## src/rtl/imem_loader.sv

```systemverilog
// Byte-stream instruction-memory loader: reads a 16-bit word count, payload words
// (little-endian) and an XOR checksum, writing each word and holding the core until done.
module imem_loader #(
  parameter logic [31:0] BASE_ADDR = 32'h0000_0000,
  parameter int          MAX_WORDS = 256
) (
  input  logic        clk,
  input  logic        rst,
  input  logic        in_valid,
  input  logic [7:0]  in_data,
  output logic        in_ready,
  input  logic        start,
  output logic        imem_we,
  output logic [31:0] imem_addr,
  output logic [31:0] imem_wdata,
  output logic        core_hold,
  output logic        done,
  output logic        error
);

  typedef enum logic [2:0] {LEN0, LEN1, DATA, CSUM, DONE, ERR} state_t;

  state_t      state_q, state_d;
  logic [15:0] cnt_q, cnt_d;
  logic [15:0] widx_q, widx_d;
  logic [1:0]  bcnt_q, bcnt_d;
  logic [23:0] word_q, word_d;
  logic [7:0]  csum_q, csum_d;
  logic        we_q, we_d;
  logic [31:0] addr_q, addr_d;
  logic [31:0] wdata_q, wdata_d;
  logic        ready_q, ready_d;
  logic        hold_q, hold_d;
  logic        done_q, done_d;
  logic        err_q, err_d;
  logic        xfer;
  logic [15:0] n_full;

  assign xfer   = in_valid && ready_q;
  assign n_full = {in_data, cnt_q[7:0]};

  always_comb begin
    state_d = state_q;
    cnt_d   = cnt_q;
    widx_d  = widx_q;
    bcnt_d  = bcnt_q;
    word_d  = word_q;
    csum_d  = csum_q;
    we_d    = 1'b0;
    addr_d  = addr_q;
    wdata_d = wdata_q;
    case (state_q)
      LEN0: if (xfer) begin
        cnt_d[7:0] = in_data;
        state_d    = LEN1;
      end
      LEN1: if (xfer) begin
        cnt_d[15:8] = in_data;
        if ({16'd0, n_full} > 32'(MAX_WORDS)) state_d = ERR;
        else if (n_full == 16'd0)              state_d = CSUM;
        else                                   state_d = DATA;
      end
      DATA: if (xfer) begin
        csum_d = csum_q ^ in_data;
        bcnt_d = bcnt_q + 2'd1;
        case (bcnt_q)
          2'd0: word_d[7:0]   = in_data;
          2'd1: word_d[15:8]  = in_data;
          2'd2: word_d[23:16] = in_data;
          default: begin
            we_d    = 1'b1;
            addr_d  = BASE_ADDR + {14'd0, widx_q, 2'b00};
            wdata_d = {in_data, word_q};
            widx_d  = widx_q + 16'd1;
            if (widx_q == cnt_q - 16'd1) state_d = CSUM;
          end
        endcase
      end
      CSUM: if (xfer) state_d = (in_data == csum_q) ? DONE : ERR;
      default: if (start) begin
        state_d = LEN0;
        cnt_d   = '0;
        widx_d  = '0;
        bcnt_d  = '0;
        word_d  = '0;
        csum_d  = '0;
      end
    endcase
    // Status outputs are registered decodes of the next state.
    ready_d = (state_d != DONE) && (state_d != ERR);
    hold_d  = (state_d != DONE);
    done_d  = (state_d == DONE);
    err_d   = (state_d == ERR);
  end

  always_ff @(posedge clk or posedge rst) begin
    if (rst) begin
      state_q <= LEN0;
      cnt_q   <= '0;
      widx_q  <= '0;
      bcnt_q  <= '0;
      word_q  <= '0;
      csum_q  <= '0;
      we_q    <= 1'b0;
      addr_q  <= '0;
      wdata_q <= '0;
      ready_q <= 1'b1;
      hold_q  <= 1'b1;
      done_q  <= 1'b0;
      err_q   <= 1'b0;
    end else begin
      state_q <= state_d;
      cnt_q   <= cnt_d;
      widx_q  <= widx_d;
      bcnt_q  <= bcnt_d;
      word_q  <= word_d;
      csum_q  <= csum_d;
      we_q    <= we_d;
      addr_q  <= addr_d;
      wdata_q <= wdata_d;
      ready_q <= ready_d;
      hold_q  <= hold_d;
      done_q  <= done_d;
      err_q   <= err_d;
    end
  end

  assign in_ready   = ready_q;
  assign imem_we    = we_q;
  assign imem_addr  = addr_q;
  assign imem_wdata = wdata_q;
  assign core_hold  = hold_q;
  assign done       = done_q;
  assign error      = err_q;

endmodule

```

## config.mk

```make
export PLATFORM = sky130hd
export DESIGN_NAME = imem_loader
export DESIGN_NICKNAME = d
export VERILOG_FILES = /design/src/rtl/imem_loader.sv
export SDC_FILE = /design/constraint.sdc
export NUM_CORES = 1
export LEC_CHECK = 0
export ABC_AREA = 1
export CELL_PAD_IN_SITES_DETAIL_PLACEMENT = 0
export CELL_PAD_IN_SITES_GLOBAL_PLACEMENT = 1
export CORE_MARGIN = 1.5
export CORE_UTILIZATION = 37
export CTS_CLUSTER_DIAMETER = 40
export CTS_CLUSTER_SIZE = 10
export DETAILED_ROUTE_END_ITERATION = 7
export PLACE_DENSITY = 0.79
export RECOVER_POWER = 25
export SLEW_MARGIN = 0
export SYNTH_ARGS = -nofsm -noshare
export SYNTH_HDL_FRONTEND = slang
export SYNTH_SLANG_ARGS = --single-unit
```

## constraint.sdc

```tcl
create_clock -name clk -period 3.8 [get_ports clk]
set_input_delay 0.38 -clock clk [delete_from_list [all_inputs] [get_ports clk]]
set_output_delay 0.38 -clock clk [all_outputs]
set_load 0.02 [all_outputs]
```

==> metrics.md, run 1 <==
| Metric | Value |
|---|---|
| Status | finished with violations |
| Failing checks | max-capacitance violations, max-slew violations |
| Worst min path class | register to register |
| Synth warn | 0 |
| CTS tree | built |
| CP Capture Type | register |
| Clock-pin slew on the worst setup and hold paths | ~0.06 ns |
| Crit-path slowest cell | a21oi_2 |
| Finished Core Util | approximately 47% |
| First-pass GRT wire length | about 23000 microns |
| Cells after Synth | 705 |
| DRC | 0 |
| Post-CTS setup repair buffer count | 0 |
| CTS max path bufs | 2 |
| Gr ovfl total | 0 |
| Initial antenna violation count | 0 |
| Final setup violating endpoints | 0 |
| Worst skew pair latency | between 0.4 and 0.5 ns |
| Via Count | approximately 4800 |
| Crit path cell chain | inv_1 > nand2_2 > nor2_4 > inv_2 > nand2_1 > inv_1 > a21oi_2 > o21ai_0 |
| Slowest stage delay, CP | 0.55 ns |
| FF-to-FF path depth | 8 |
| Primary FF master, synth | dfrtp_1 |
| Placement Setup Slack | roughly 1.1 ns |
| Critical path class | register to register |
| GP Congestion | about 0.84 |
| Die Y | 128 microns |
| WHS Path Cells | 2 |
| Final TNS setup | 0 ns |
| P_leak | around 3.5 nW |
| Via density | approximately 4.8 |
| Pre-antenna DRT Iters | 5 |
| Seq cells post-synth | about 120 |
| Power Density | ~650 nW/um^2 |
| Synth top area share | just over 50% |
| RSZ-0062 raised after global routing | no |
| Largest net degree at the start of global routing | 70 |
| CP startpoint kind | register |
| Worst Path Arrival | 3.01 ns |
| Mapped Avg Cell Area | 8.25 sq um |
| Count leader, synth | nand2_1 |
| Skew final | about 0.011 ns |
| Placed cell area | 6600 sq um |
| Ant diodes | 0 |
| Fin worst setup slack | 1.05 ns |
| Synth cell count leaders | nand2_1, dfrtp_1, o21ai_0 |
| RR Startpoint | state_q[2] |
| Cell area after synthesis | around 5800 sq um |
| Initial DRC Count | 282 |
| Detailed Route WL | approximately 14000 microns |
| Tot GR Track Use | 18.0% |
| Final Hold Viols | 0 |
| Number of global-route vias before repair | 4707 |
| Hold-fix buffers, CTS | 0 |
| Worst rel slew slack | -58.1% |
| Cell accounting for the most synthesized area | dfrtp_1 |
| Core area | 15300 sq um |
| Most frequent CP cell | inv_1 |
| Fin nets | between 700 and 800 |
| Hold Crit Start | imem_wdata[21] |
| Die width | 128 microns |
| Max Cap Violations | 1 |
| Cts bufs inserted | 17 |
| Post-CTS resize count | 0 |
| FP Rows | 45 |
| Req. time, crit path | 4.07 ns |
| Post-synthesis sequential area ratio | a little over half |
| Critical Path Source | state_q[2] |
| Share of layout cells above drive strength 1 | 7.15% |
| Port Buffer Count | 64 |
| Synth cell types | 40 |
| Actual slew at the worst max-slew pin | approximately 2.4 ns |
| Final Cell Area | between 7000 and 8000 sq um |
| Root Buffer | clkbuf_16 |
| Maximum vdd drop | around 0.32 mV |
| Initial Utilization | about two fifths |
| Min Tclk post-route | around 2.7 ns |
| Fmax | 364 MHz |
| Die area | 16500 sq um |
| Final worst path period share | 72.3% |
| Post-synth EDFFs | 0 |
| Remaining antenna violation count | 0 |
| Fill count | 1492 |
| Htree depth | 4 |
| Synth top area cells | dfrtp_1, nand2_1, o21ai_0 |
| Ports | 81 |
| CP max FO | 17 |
| Layout area overhead | 23.5% |
| Wirelength per Cell | 13.8 microns |
| Final Max Slew Viols | a little over 60 |
| Clock sinks | 122 |
| DP Wirelength | 9840 microns |
| FFs w/ async S/R, synth | 100% |
==> report_power, final <==
part / switching (mW) / total (mW) / leakage (nW) / internal, mW
Sequential: 0.166 / 1.63 / 1.67 / 1.47
Clock: 0.580 / 1.58 / 0.276 / 0.995
Combinational: 0.961 / 1.44 / 1.55 / 0.477
==> worst max-delay path, delay by kind of cell, from the launching register on <==
kind	cells	cell delay [ns]
and+or+nand+nor	3	0.92
AOI/OAI and AO/OA	2	0.74
buffers and inverters	3	0.52
DFF	1	0.40
==> state kept, by name (all words and copies together), names as in the netlist <==
signal	cells
core_hold	1
bcnt_q	2
error	1
imem_wdata	32
state_q	3
done	1
imem_we	1
word_q	24
in_ready	1
cnt_q	16
csum_q	8
imem_addr	16
widx_q	16
==> cells by family (layout without fill, tap and decap cells) <==
kind of cell    after synthesis  count (layout)  share of synthesized area (%)
other cells                   1              16                         0.0645
flops                       122             122                           52.6
fa+ha+maj                     6               6                           1.29
buf+inv                     103             166                           8.01
simple gates                357             357                           26.0
xor+xnor                     21              21                           3.16
compound gates               95              95                           8.91
==> stage by stage <==
stage,total power [mW],std cells,hold WS (ns)
floorplan,2.73,720,0.449
global placement,3.04,963,0.455
detailed placement,3.08,963,0.458
CTS,4.68,994,0.473
global route,4.97,994,0.493
finish,4.65,994,0.465
==> cell type report <==
cell class	instances	area (sq um)	share of cell area, %
clock inverters	10	119	1.66
repair buffers	66	668	9.31
flip-flops and latches	122	3060	42.6
clock buffers	21	460	6.42
inverters	69	259	3.61
well taps	211	264	3.68
multi-input cells	495	2350	32.8
==> per-layer routing <==
| layer | up-vias | routed length, microns | global-route usage, % |
|---|---|---|---|
| met2 | 116 | 6310 | 28.5 |
| li1 | 2352 | - | - |
| met4 | 0 | 241 | 7.34 |
| met1 | 2285 | 6420 | 23.5 |
| met5 | - | 0 | 0 |
| met3 | 21 | 742 | 5.11 |
==> path summary, 6_finish.rpt <==
kind,to,slack (ns)
max,word_q[5],1.05
min,imem_wdata[21],0.47
max reg2reg,word_q[5],1.05
min reg2reg,imem_wdata[21],0.47
max in group asynchronous,widx_q[0],1.21
min in group asynchronous,imem_wdata[15],1.22
==> cells in the final DEF (no fill, tap or decap), types with 2 or more instances in the layout <==
cell,Yosys,final
ha_1,6,6
clkbuf_16,0,17
inv_1,62,62
clkinv_2,0,2
nor2_2,2,3
a21oi_2,4,4
o22ai_1,8,8
nor3_1,11,11
a21oi_1,8,8
o21ai_0,67,67
nand2_2,2,2
nor2_1,48,47
clkbuf_8,0,2
clkinvlp_4,0,3
clkdlybuf4s50_1,0,63
xnor2_1,8,8
nand2_1,240,240
dfrtp_1,120,120
conb_1,1,16
clkbuf_1,9,2
nand4_1,5,5
nor2_4,2,2
bufinv_16,0,2
o21ai_1,3,3
clkinv_4,0,2
xor2_1,13,13
inv_2,6,6
nor4_1,4,4
nand3_1,34,34
nand3b_1,3,3
dfstp_2,2,2
Note: power is estimated with default switching activity, not from simulation.
==> inputs of run 2 (changes only) <==
==> constraint.sdc (replaced) <==
create_clock -name clk -period 2.4 [get_ports clk]
set_input_delay 0.24 -clock clk [delete_from_list [all_inputs] [get_ports clk]]
set_output_delay 0.24 -clock clk [all_outputs]
set_load 0.02 [all_outputs]
==> run 2 against run 1 <==
  * Design area rose by 1.7%
  * First-iteration DRC count fell by 12%
  * Clock skew decreased by 0.0050 ns
  * Critical path type unchanged
  * Critical endpoint is now widx_q[14]
  * Routed wire length increased by 1.7%
  * The run now ends clean
  * Hold slack got worse by 0.082 ns
==> metrics.md, run 2 (synthesis gave the netlist of run 1 again) <==
| Metric | Value |
|---|---|
| Skew final | 0.00632 ns (-0.00500 ns) |
| Worst min path class | input pin to asynchronous set/reset pin |
| GP Congestion | 0.881 (+4.7%) |
| Pre-antenna DRT Iters | 4 (-1) |
| Layout area overhead | 25.6% |
| Detailed Route WL | 13900 microns (+1.7%) |
| CTS max path bufs | 2 (unchanged) |
| Final Cell Area | 7300 sq um (+1.7%) |
| Root Buffer | clkbuf_16 |
| Status | completed |
| Crit path cell chain | inv_1 > nand2_2 > nor2_4 > nand2_2 > nand2_4 > o21ai_2 > nor3_4 > nand2_1 > nor2_2 > nand3_1 > nand2_1 > nor2_1 |
| Die width | 128 microns (unchanged) |
| Fmax | 481 MHz (+32%) |
| Initial antenna violation count | 0 (unchanged) |
| Placed cell area | 6730 sq um (+1.9%) |
| Critical path class | register to register |
| Worst skew pair latency | 0.42 ns (about the same) |
| Highest-count cells in the layout ignoring fill and taps | nand2_1, dfrtp_1, o21ai_0, clkdlybuf4s50_1, inv_1 |
| First-pass GRT wire length | 23200 microns (+0.24%) |
| Fin worst setup slack | 0.322 ns (-0.729 ns) |
| Port Buffer Count | 64 (unchanged) |
| CTS tree | built |
| Hold-fix buffers, CTS | 0 (unchanged) |
| RSZ-0062 raised after global routing | no |
| Final setup violating endpoints | 0 (unchanged) |
| Clock-pin slew on the worst setup and hold paths | 0.06 ns (about the same) |
| Die area | 16500 sq um (unchanged) |
| Worst rel slew slack | 29.1% (+87 points) |
| Ant diodes | 0 (unchanged) |
| DRC | 0 (unchanged) |
| Post-CTS setup repair buffer count | 0 (unchanged) |
| Fin nets | 804 (+1.9%) |
| CP max FO | 11 (-6) |
| Wirelength per Cell | 13.8 microns (+0.11%) |
| Final worst path period share | 86.6% (+14 points) |
| CP Capture Type | register |
| Final Hold Viols | 0 (unchanged) |
| DP Wirelength | 10100 microns (+3.0%) |
| Final Max Slew Viols | 0 (-100%) |
| Post-CTS resize count | 0 (unchanged) |
| Via density | 4.72 (-1.6%) |
| Largest net degree at the start of global routing | 75 (+7.1%) |
| Die Y | 128 microns (unchanged) |
| FP Rows | 45 (unchanged) |
| CP startpoint kind | register |
| Commonest non-fill, non-tap cell in the layout | nand2_1 |
| Power Density | 1040 nW/um^2 (+60%) |
| Placement Setup Slack | 0.168 ns (-0.885 ns) |
| Clock sinks | 122 (unchanged) |
| Remaining antenna violation count | 0 (unchanged) |
| Ports | 81 (unchanged) |
| Initial DRC Count | 248 (-12%) |
| Via Count | 4772 (-0.042%) |
| Worst Path Arrival | 2.39 ns (-0.62 ns) |
| Tot GR Track Use | 18.3% (+0.27 points) |
| Finished Core Util | 47.9% (+0.82 points) |
| Slowest stage delay, CP | 0.40 ns (-0.15 ns) |
| Cts bufs inserted | 17 (unchanged) |
| Min Tclk post-route | 2.08 ns (-0.671 ns) |
| Crit-path slowest cell | dfrtp_1 |
| Maximum vdd drop | 0.610 mV (+89%) |
| Htree depth | 4 (unchanged) |
| Final TNS setup | 0 ns (unchanged) |
| FF-to-FF path depth | 12 (+4) |
| Core area | 15300 sq um (unchanged) |
| Max Cap Violations | 0 (-1) |
| Req. time, crit path | 2.71 ns (-1.36 ns) |
| Gr ovfl total | 0 (unchanged) |
| Share of layout cells above drive strength 1 | 9.14% (+2.0 points) |
| Initial Utilization | 38.1% (unchanged) |
| Actual slew at the worst max-slew pin | 1.06 ns (-1.30 ns) |
| Fill count | 1490 (-0.13%) |
| Number of global-route vias before repair | 4579 (-2.7%) |
| P_leak | 3.58 nW (+2.1%) |
| Number of flip-flops in the largest register | 32 (unchanged) |
-- run 2: worst max-delay path: cells and delay by family, from the launching register on --
family,cells,cell delay (ns)
and+or+nand+nor,10,1.26
DFF,1,0.40
AOI/OAI and AO/OA,1,0.21
buffers and inverters,1,0.10
-- run 2: final timing paths --
kind                                        to  slack [ns]           start
worst max-delay path                widx_q[14]        0.32      state_q[2]
worst min-delay path            imem_wdata[11]        0.38             rst
worst max register to register      widx_q[14]        0.32      state_q[2]
worst min register to register  imem_wdata[23]        0.47  imem_wdata[23]
max in group asynchronous            bcnt_q[1]        0.45             rst
min in group clk                imem_wdata[23]        0.47  imem_wdata[23]
-- run 2: per-stage QoR --
step           instances  power [mW]  hold slack, ns
6_report            1010        7.56           0.383
5_1_grt             1010        8.06           0.448
4_1_cts             1010        7.64           0.168
3_5_place_dp         978        5.01           0.460
3_3_place_gp         978        4.96           0.457
2_1_floorplan        720        4.32           0.387
-- run 2: cell type report --
cell class	instances	area (sq um)	area share (%)
Sequential cell	122	3060	41.8
Multi-Input combinational cell	495	2350	32.2
Timing Repair Buffer	81	773	10.6
Clock buffer	18	439	6.01
Tap cell	211	264	3.62
Inverter	69	260	3.56
Clock inverter	14	159	2.18
-- run 2: where the power goes --
group	switching [mW]	internal [mW]	leakage, nW	total [mW]
sequential	0.272	2.32	1.67	2.59
clock	1.00	1.58	0.289	2.58
combinational	1.54	0.849	1.61	2.39
-- run 2: per-layer routing --
metal / track usage (%) / wire length (microns) / up-vias
li1: - / - / 2379
met1: 24.9 / 6520 / 2258
met2: 28.3 / 6540 / 118
met3: 3.91 / 642 / 17
met4: 8.13 / 250 / 0
met5: 0 / 0 / -
